### config.mk
export PLATFORM = sky130hd
export DESIGN_NAME = mul_issue_ctrl
export DESIGN_NICKNAME = d
export VERILOG_FILES = /design/src/rtl/mul_issue_ctrl.sv
export SDC_FILE = /design/constraint.sdc
export NUM_CORES = 1
export LEC_CHECK = 0
export ABC_AREA = 1
export BUFFER_PORTS_ARGS = -buffer_cell sky130_fd_sc_hd__buf_2
export CAP_MARGIN = 20
export CORE_AREA = 2 2 97 145
export DETAILED_ROUTE_END_ITERATION = 7
export DIE_AREA = 0 0 99 147
export HOLD_SLACK_MARGIN = 0.08
export SKIP_CTS_REPAIR_TIMING = 1
export SYNTH_ARGS = -nofsm -noshare
export SYNTH_HDL_FRONTEND = slang
export SYNTH_SLANG_ARGS = --single-unit
### constraint.sdc
create_clock -name clk -period 10.3 [get_ports clk]
set_clock_uncertainty 0.1 [all_clocks]
set_input_delay 2.06 -clock clk [delete_from_list [all_inputs] [get_ports clk]]
set_output_delay 2.06 -clock clk [all_outputs]
set_load 0.005 [all_outputs]
### src/rtl/mul_issue_ctrl.sv
// mul_issue_ctrl: issues RV32M MUL/MULH/MULHSU/MULHU to the iterative multiplier.
// Optional single-entry result cache is enabled with MUL_RESULT_CACHE_EN.
module mul_issue_ctrl #(
  parameter int XLEN           = 32,
  parameter int TIMEOUT_CYCLES = 40,
  parameter int CNT_W          = 6
) (
  input  logic            clk,
  input  logic            rst,
  input  logic            valid_ex,
  input  logic            is_mul,
  input  logic [2:0]      funct3,
  input  logic [XLEN-1:0] rs1_data,
  input  logic [XLEN-1:0] rs2_data,
  input  logic [4:0]      rd_addr,
  input  logic            flush,
  input  logic [XLEN-1:0] result_multiply,
  input  logic            done,
  output logic            startM,
  output logic [1:0]      mul_opcode,
  output logic [XLEN-1:0] operand1,
  output logic [XLEN-1:0] operand2,
  output logic            stall_mul,
  output logic            wb_valid,
  output logic [4:0]      wb_rd,
  output logic [XLEN-1:0] wb_data,
  output logic            err_timeout
);

  typedef enum logic [2:0] {
    S_IDLE   = 3'd0,
    S_LAUNCH = 3'd1,
    S_WAIT   = 3'd2,
    S_RESP   = 3'd3,
    S_DRAIN  = 3'd4
  } state_e;

  state_e          state_q, state_d;
  logic [1:0]      op_q, op_d;
  logic [XLEN-1:0] op1_q, op1_d;
  logic [XLEN-1:0] op2_q, op2_d;
  logic [4:0]      rd_q, rd_d;
  logic [CNT_W-1:0] wdog_q, wdog_d;
  logic            startm_q, startm_d;
  logic            wb_valid_q, wb_valid_d;
  logic            err_q, err_d;
  logic [XLEN-1:0] wb_data_q, wb_data_d;

  logic            req;
  logic            accept;
  logic            wdog_hit;
  logic            stall;
  logic            hit;
  logic [XLEN-1:0] hit_data;

  assign req      = valid_ex & is_mul & ~funct3[2] & ~flush;
  assign wdog_hit = (wdog_q == CNT_W'(TIMEOUT_CYCLES - 1));

`ifdef MUL_RESULT_CACHE_EN
  logic            c_vld_q, c_vld_d;
  logic [1:0]      c_op_q, c_op_d;
  logic [XLEN-1:0] c_a_q, c_a_d;
  logic [XLEN-1:0] c_b_q, c_b_d;
  logic [XLEN-1:0] c_res_q, c_res_d;

  assign hit = c_vld_q
             && (c_op_q == funct3[1:0])
             && (c_a_q == rs1_data)
             && (c_b_q == rs2_data);
  assign hit_data = c_res_q;

  // Entry is refreshed as the multiplier result is captured for RESP.
  always_comb begin
    c_vld_d = c_vld_q;
    c_op_d  = c_op_q;
    c_a_d   = c_a_q;
    c_b_d   = c_b_q;
    c_res_d = c_res_q;
    if (state_q == S_WAIT && !flush && done) begin
      c_vld_d = 1'b1;
      c_op_d  = op_q;
      c_a_d   = op1_q;
      c_b_d   = op2_q;
      c_res_d = result_multiply;
    end
  end
`else
  assign hit      = 1'b0;
  assign hit_data = '0;
`endif

  always_comb begin
    state_d    = state_q;
    op_d       = op_q;
    op1_d      = op1_q;
    op2_d      = op2_q;
    rd_d       = rd_q;
    wdog_d     = wdog_q;
    wb_data_d  = wb_data_q;
    err_d      = 1'b0;
    stall      = 1'b0;
    accept     = 1'b0;
    unique case (state_q)
      S_IDLE: begin
        stall  = req;
        accept = req;
      end
      S_LAUNCH: begin
        stall   = 1'b1;
        wdog_d  = '0;
        state_d = flush ? S_DRAIN : S_WAIT;
      end
      S_WAIT: begin
        stall  = 1'b1;
        wdog_d = wdog_q + CNT_W'(1);
        if (flush) begin
          state_d = (done || wdog_hit) ? S_IDLE : S_DRAIN;
        end else if (done) begin
          wb_data_d = result_multiply;
          state_d   = S_RESP;
        end else if (wdog_hit) begin
          err_d   = 1'b1;
          state_d = S_IDLE;
        end
      end
      S_RESP: begin
        accept  = req;
        state_d = S_IDLE;
      end
      S_DRAIN: begin
        // Squashed op: only wait for the multiplier to go quiet.
        stall  = req;
        wdog_d = wdog_q + CNT_W'(1);
        if (done || wdog_hit) state_d = S_IDLE;
      end
      default: state_d = S_IDLE;
    endcase
    if (accept) begin
      op_d  = funct3[1:0];
      op1_d = rs1_data;
      op2_d = rs2_data;
      rd_d  = rd_addr;
      if (hit) begin
        wb_data_d = hit_data;
        state_d   = S_RESP;
      end else begin
        state_d = S_LAUNCH;
      end
    end
    startm_d   = (state_d == S_LAUNCH);
    wb_valid_d = (state_d == S_RESP);
  end

  always_ff @(posedge clk or posedge rst) begin
    if (rst) begin
      state_q    <= S_IDLE;
      op_q       <= '0;
      op1_q      <= '0;
      op2_q      <= '0;
      rd_q       <= '0;
      wdog_q     <= '0;
      startm_q   <= 1'b0;
      wb_valid_q <= 1'b0;
      err_q      <= 1'b0;
      wb_data_q  <= '0;
`ifdef MUL_RESULT_CACHE_EN
      c_vld_q    <= 1'b0;
      c_op_q     <= '0;
      c_a_q      <= '0;
      c_b_q      <= '0;
      c_res_q    <= '0;
`endif
    end else begin
      state_q    <= state_d;
      op_q       <= op_d;
      op1_q      <= op1_d;
      op2_q      <= op2_d;
      rd_q       <= rd_d;
      wdog_q     <= wdog_d;
      startm_q   <= startm_d;
      wb_valid_q <= wb_valid_d;
      err_q      <= err_d;
      wb_data_q  <= wb_data_d;
`ifdef MUL_RESULT_CACHE_EN
      c_vld_q    <= c_vld_d;
      c_op_q     <= c_op_d;
      c_a_q      <= c_a_d;
      c_b_q      <= c_b_d;
      c_res_q    <= c_res_d;
`endif
    end
  end

  assign startM      = startm_q;
  assign mul_opcode  = op_q;
  assign operand1    = op1_q;
  assign operand2    = op2_q;
  assign stall_mul   = stall;
  assign wb_valid    = wb_valid_q;
  assign wb_rd       = rd_q;
  assign wb_data     = wb_data_q;
  assign err_timeout = err_q;

endmodule

After elaboration in Yosys (flattened, before gate mapping)
Index checks and enable logic that the tools add are counted.
{"block": "op_classes", "addsub": 1, "reduce_logical": 8, "n_eq_ne": 7, "muxes": 15, "n_bitwise": 5}
{"operator": "2-to-1 mux 3 bit", "n": 7}
{"operator": "case mux 3 bit (4 select lines)", "n": 1}
{"operator": "case mux 6 bit (2 select lines)", "n": 1}
{"operator": "== test 3 x 2 -> 1 bit, second input constant", "n": 3}
{"operator": "OR reduction 2 bit", "n": 4}
{"operator": "adder 6 x 1 -> 6 bit, second input constant", "n": 1}
{"operator": "== test 3 x 1 -> 1 bit, second input constant", "n": 2}
{"operator": "== test 6 bit, second input constant", "n": 1}
{"operator": "2-to-1 mux 1 bit", "n": 5}
{"operator": "AND 1 bit", "n": 3}
{"operator": "== test 3 bit, second input constant", "n": 1}
{"operator": "logical NOT 3 bit", "n": 1}
{"operator": "AND reduction 3 bit", "n": 1}
{"operator": "inverter 1 bit", "n": 2}
{"operator": "case mux 1 bit (2 select lines)", "n": 1}
{"operator": "nonzero test 2 bit", "n": 1}
{"operator": "logical OR 1 bit", "n": 1}
{"block": "totals", "out_inout_bits": 107, "inputBits": 110, "reg_bits": 115, "wordCells": 46}

Logic depth before layout (Yosys ltp)
{"block": "logic_depth", "ltp_word": 7, "ltp_mapped": 8, "depth_no_buf": 7}

Worst setup path after synthesis
OpenSTA, ideal clock, no wires.
{"block": "synth_timing", "path_kind": "input -> output", "startpoint": "input port flush", "endpoint": "output port stall_mul", "arrival_ps": 2454, "t_required_ps": 8140, "cell_stages": 3, "path_slack_ps": 5686, "cell_sequence": "nor3_2 -> nand2_1 -> nand3_1"}
{"block": "synth_via", "elab_chain_len": 3}
{"item": "start: declaration", "line_no": "16", "rtl": "input logic flush,"}
{"item": "inverter 1 bit (no line)"}
{"item": "AND 1 bit", "line_no": "56", "rtl": "assign req = valid_ex & is_mul & ~funct3[2] & ~flush;"}
{"item": "case mux 1 bit (2 select lines)", "line_no": "103", "rtl": "unique case (state_q)"}
{"item": "end: declaration", "line_no": "23", "rtl": "output logic stall_mul,"}
Every way passes these cells.

Worst setup path in the final report
Ends and elaborated chain as after synthesis.

==> out/qor.csv <==
stage,metric,value,unit
critical_path,Worst Path Buf+Inv,2,
global_routing,global-route wire length before repair,19.8,mm
yosys,Synth Instances,523,
power,Pwr per Cell Area,220,nW/um^2
critical_path,r2r setup slk,8.05,ns
die,Die W,99,um
die,die span in y,147,um
sta,final slew viol count,0,
critical_path,slowest cell on the critical path,nor3_2,
yosys,post-synthesis sequential area ratio,0.633,
critical_path,Crit path depth,5,
place,placed cells,882,
clocking,Clock Path Buffers,2,
yosys,Synth Area per Inst,8.69,um^2
yosys,Post-Syn Area,4550,um^2
finish,proportion of layout cells with a drive suffix above 1,0.343,
yosys,Ys Warns,0,
worst_hold_path,Worst Hold Depth,2,
global_routing,GRT Util Overall,0.170,
clocking,clk sink count,115,
worst_hold_path,Hold Startpoint,wb_rd[4]$_DFFE_PP0P_,
critical_path,Worst Path Required,8.14,ns
sta,relative slew slack,0.449,
detailed_routing,via count,4037,
run_status,status,"finished, final reports clean",
detailed_routing,initial DRC count,123,
detailed_routing,drc violations,0,
place,# port buffers,216,
critical_path,worst path cell trace,buf_2 -> nor3_2 -> nand2_1 -> nand3_1 -> buf_2,
critical_path,r2r endpoint,operand2[4]$_DFFE_PP0P_,
finish,"most common cell after layout, fill and taps aside",nand2_1,
detailed_routing,WL/cell,13.1,um
power,Max IR drop VDD,0.122,mV
worst_hold_path,Hold WC Path Type,flip-flop to flip-flop,
detailed_routing,final WL,11.9,mm
sta,Slew @ Worst Pin,0.826,ns
power,internal cell power,0.00102,W
finish,Nets,850,
critical_path,CP top delay family,simple AND/OR/NAND/NOR gates,
finish,most frequent cells in the layout,"346 x nand2_1, 216 x buf_2, 115 x dfrtp_1",
detailed_routing,Via-to-Cell Ratio,4.42,
worst_hold_path,Hold Path Sink,wb_rd[4]$_DFFE_PP0P_,
die,Starting Density,0.341,
yosys,Synth Register Bits,115,
finish,fin util,0.472,
clocking,Worst-path clk slew,0.05,ns
sta,fin crit share,0.472,
global_routing,number of global-route vias before repair,4177,
power,Switching Power,0.000364,W
finish,Post-Layout Cell Count,914,
clocking,worst-skew pair later-pin latency,0.40,ns
critical_path,CP arrival,2.71,ns
finish,n_diodes,0,
global_routing,initial antenna violation count,0,
detailed_routing,First-pass DRT Iterations,4,
critical_path,Worst Reg-to-Reg Cells,7,
power,Flop pwr share,0.421,
place,DP HPWL,8.31,mm
yosys,number of library cell types mapped by synthesis,20,
flow_run,max-cap violations,0,
global_routing,global route total overflow,0,
die,I/O pin count,217,
power,combinational power share,0.153,
critical_path,crit path max fanout,4,
sta,final setup vio count,0,
die,num rows,52,
critical_path,critical path capture point type,output port,
power,Clk pwr share,0.426,
critical_path,Setup Crit Path Kind,primary input to output port,
clocking,CTS tree,yes,
place,routability cong.,0.789,
die,Core ar.,13300,um^2
sta,setup TNS,0,ns
detailed_routing,antenna-violating nets left,0,
die,DIE AREA,14600,um^2
sta,fmax,205,MHz
critical_path,crit start category,primary input,
power,Net Sw Frac,0.262,
clocking,Root Driver,clkbuf_16,
finish,area added between synthesis and finish,38.4,%
sta,RSZ-0062 raised after global routing,false,
critical_path,most frequent CP cell,buf_2,
global_routing,pin count of the biggest net entering global routing,74,
critical_path,Worst R2R Start,state_q[1]$_DFF_PP0_,
finish,number of fill cells,1310,
sta,endpoints failing hold,0,
clocking,H-tree depth,4,
power,LEAKAGE,3.83,nW
critical_path,CP peak stage delay,0.27,ns
sta,post-layout min period,4.87,ns
clocking,CTS Buf Count,17,
yosys,post-synthesis net count,634,
==> how the worst max path moves through the flow <==
| stage | start | to |
|---|---|---|
| after floorplan | rst | err_timeout$_DFF_PP0_ |
| after global placement | flush | stall_mul |
| after detailed placement | flush | stall_mul |
| after CTS | flush | stall_mul |
| after global routing | flush | stall_mul |
| final | flush | stall_mul |
==> Yosys cell counts <==
master / count / share of area
nand2_2: 1 / 0.0014
buf_6: 7 / 0.017
nand3b_1: 1 / 0.0017
dfrtp_1: 115 / 0.63
o21ai_0: 3 / 0.0033
buf_2: 10 / 0.011
nand3_2: 1 / 0.0022
ha_1: 1 / 0.0028
nand2_4: 1 / 0.0025
inv_1: 10 / 0.0083
nand2_1: 346 / 0.29
nand4_1: 1 / 0.0014
nand3_1: 6 / 0.0066
nor2_1: 9 / 0.0074
a21oi_1: 2 / 0.0022
nor3_2: 1 / 0.0022
buf_4: 3 / 0.0050
inv_2: 2 / 0.0017
nor2_2: 2 / 0.0028
inv_6: 1 / 0.0019
==> routing by layer <==
layer | part of all wire | track usage | wire length, um | vias to the layer above
li1 | - | - | - | 2003
met3 | 0.055 | 0.0433 | 653 | 32
met4 | 0.036 | 0.0842 | 426 | 0
met2 | 0.50 | 0.279 | 5920 | 141
met5 | 0 | 0 | 0 | -
met1 | 0.41 | 0.207 | 4940 | 1861
==> worst min-delay path, stage by stage, from the launching register on <==
cell and delay (ns):
dfrtp_1 0.33, nand2_1 0.05, nand2_1 0.06
==> cell type report <==
type | instances | area [um^2] | share of cell area
clock inverters | 13 | 160 | 0.0255
flip-flops and latches | 115 | 2880 | 0.457
well taps | 162 | 203 | 0.0322
multi-input cells | 375 | 1460 | 0.233
repair buffers | 217 | 1090 | 0.173
inverters | 13 | 56.3 | 0.00895
clock buffers | 19 | 443 | 0.0704
==> cells by family (layout without fill, tap and decap cells) <==
kind of cell | Yosys count | after routing | synth area share
AO/OA/AOI/OAI | 5 | 5 | 0.00550
AND/OR/NAND/NOR | 369 | 369 | 0.314
flip-flops | 115 | 115 | 0.633
buffers and inverters | 33 | 262 | 0.0451
adder cells (fa/ha/maj) | 1 | 1 | 0.00275
==> metrics by stage <==
stage	power (W)	hold WS, ns	cell area [um^2]	setup WS, ns
floorplan	0.000678	0.371	4550	5.10
global route	0.00147	0.391	6290	5.37
CTS	0.00141	0.375	6290	5.42
global placement	0.000798	0.356	5690	5.44
finish	0.00139	0.372	6290	5.43
detailed placement	0.000805	0.360	5690	5.42
==> power groups by stage <==
stage                     Sequential [W]  Clock [W]  Combinational [W]
after floorplan                 0.000592          0          0.0000863
after global placement          0.000586          0           0.000212
after detailed placement        0.000588          0           0.000216
after CTS                       0.000583   0.000607           0.000216
after global routing            0.000595   0.000628           0.000242
final                           0.000584   0.000591           0.000211
==> state kept, by name, indices dropped and copies added, names as in the netlist <==
register,flops
err_timeout,1
mul_opcode,2
operand1,32
operand2,32
startM,1
state_q,3
wb_data,32
wb_rd,5
wb_valid,1
wdog_q,6
Power figures use the tool's default switching activity.
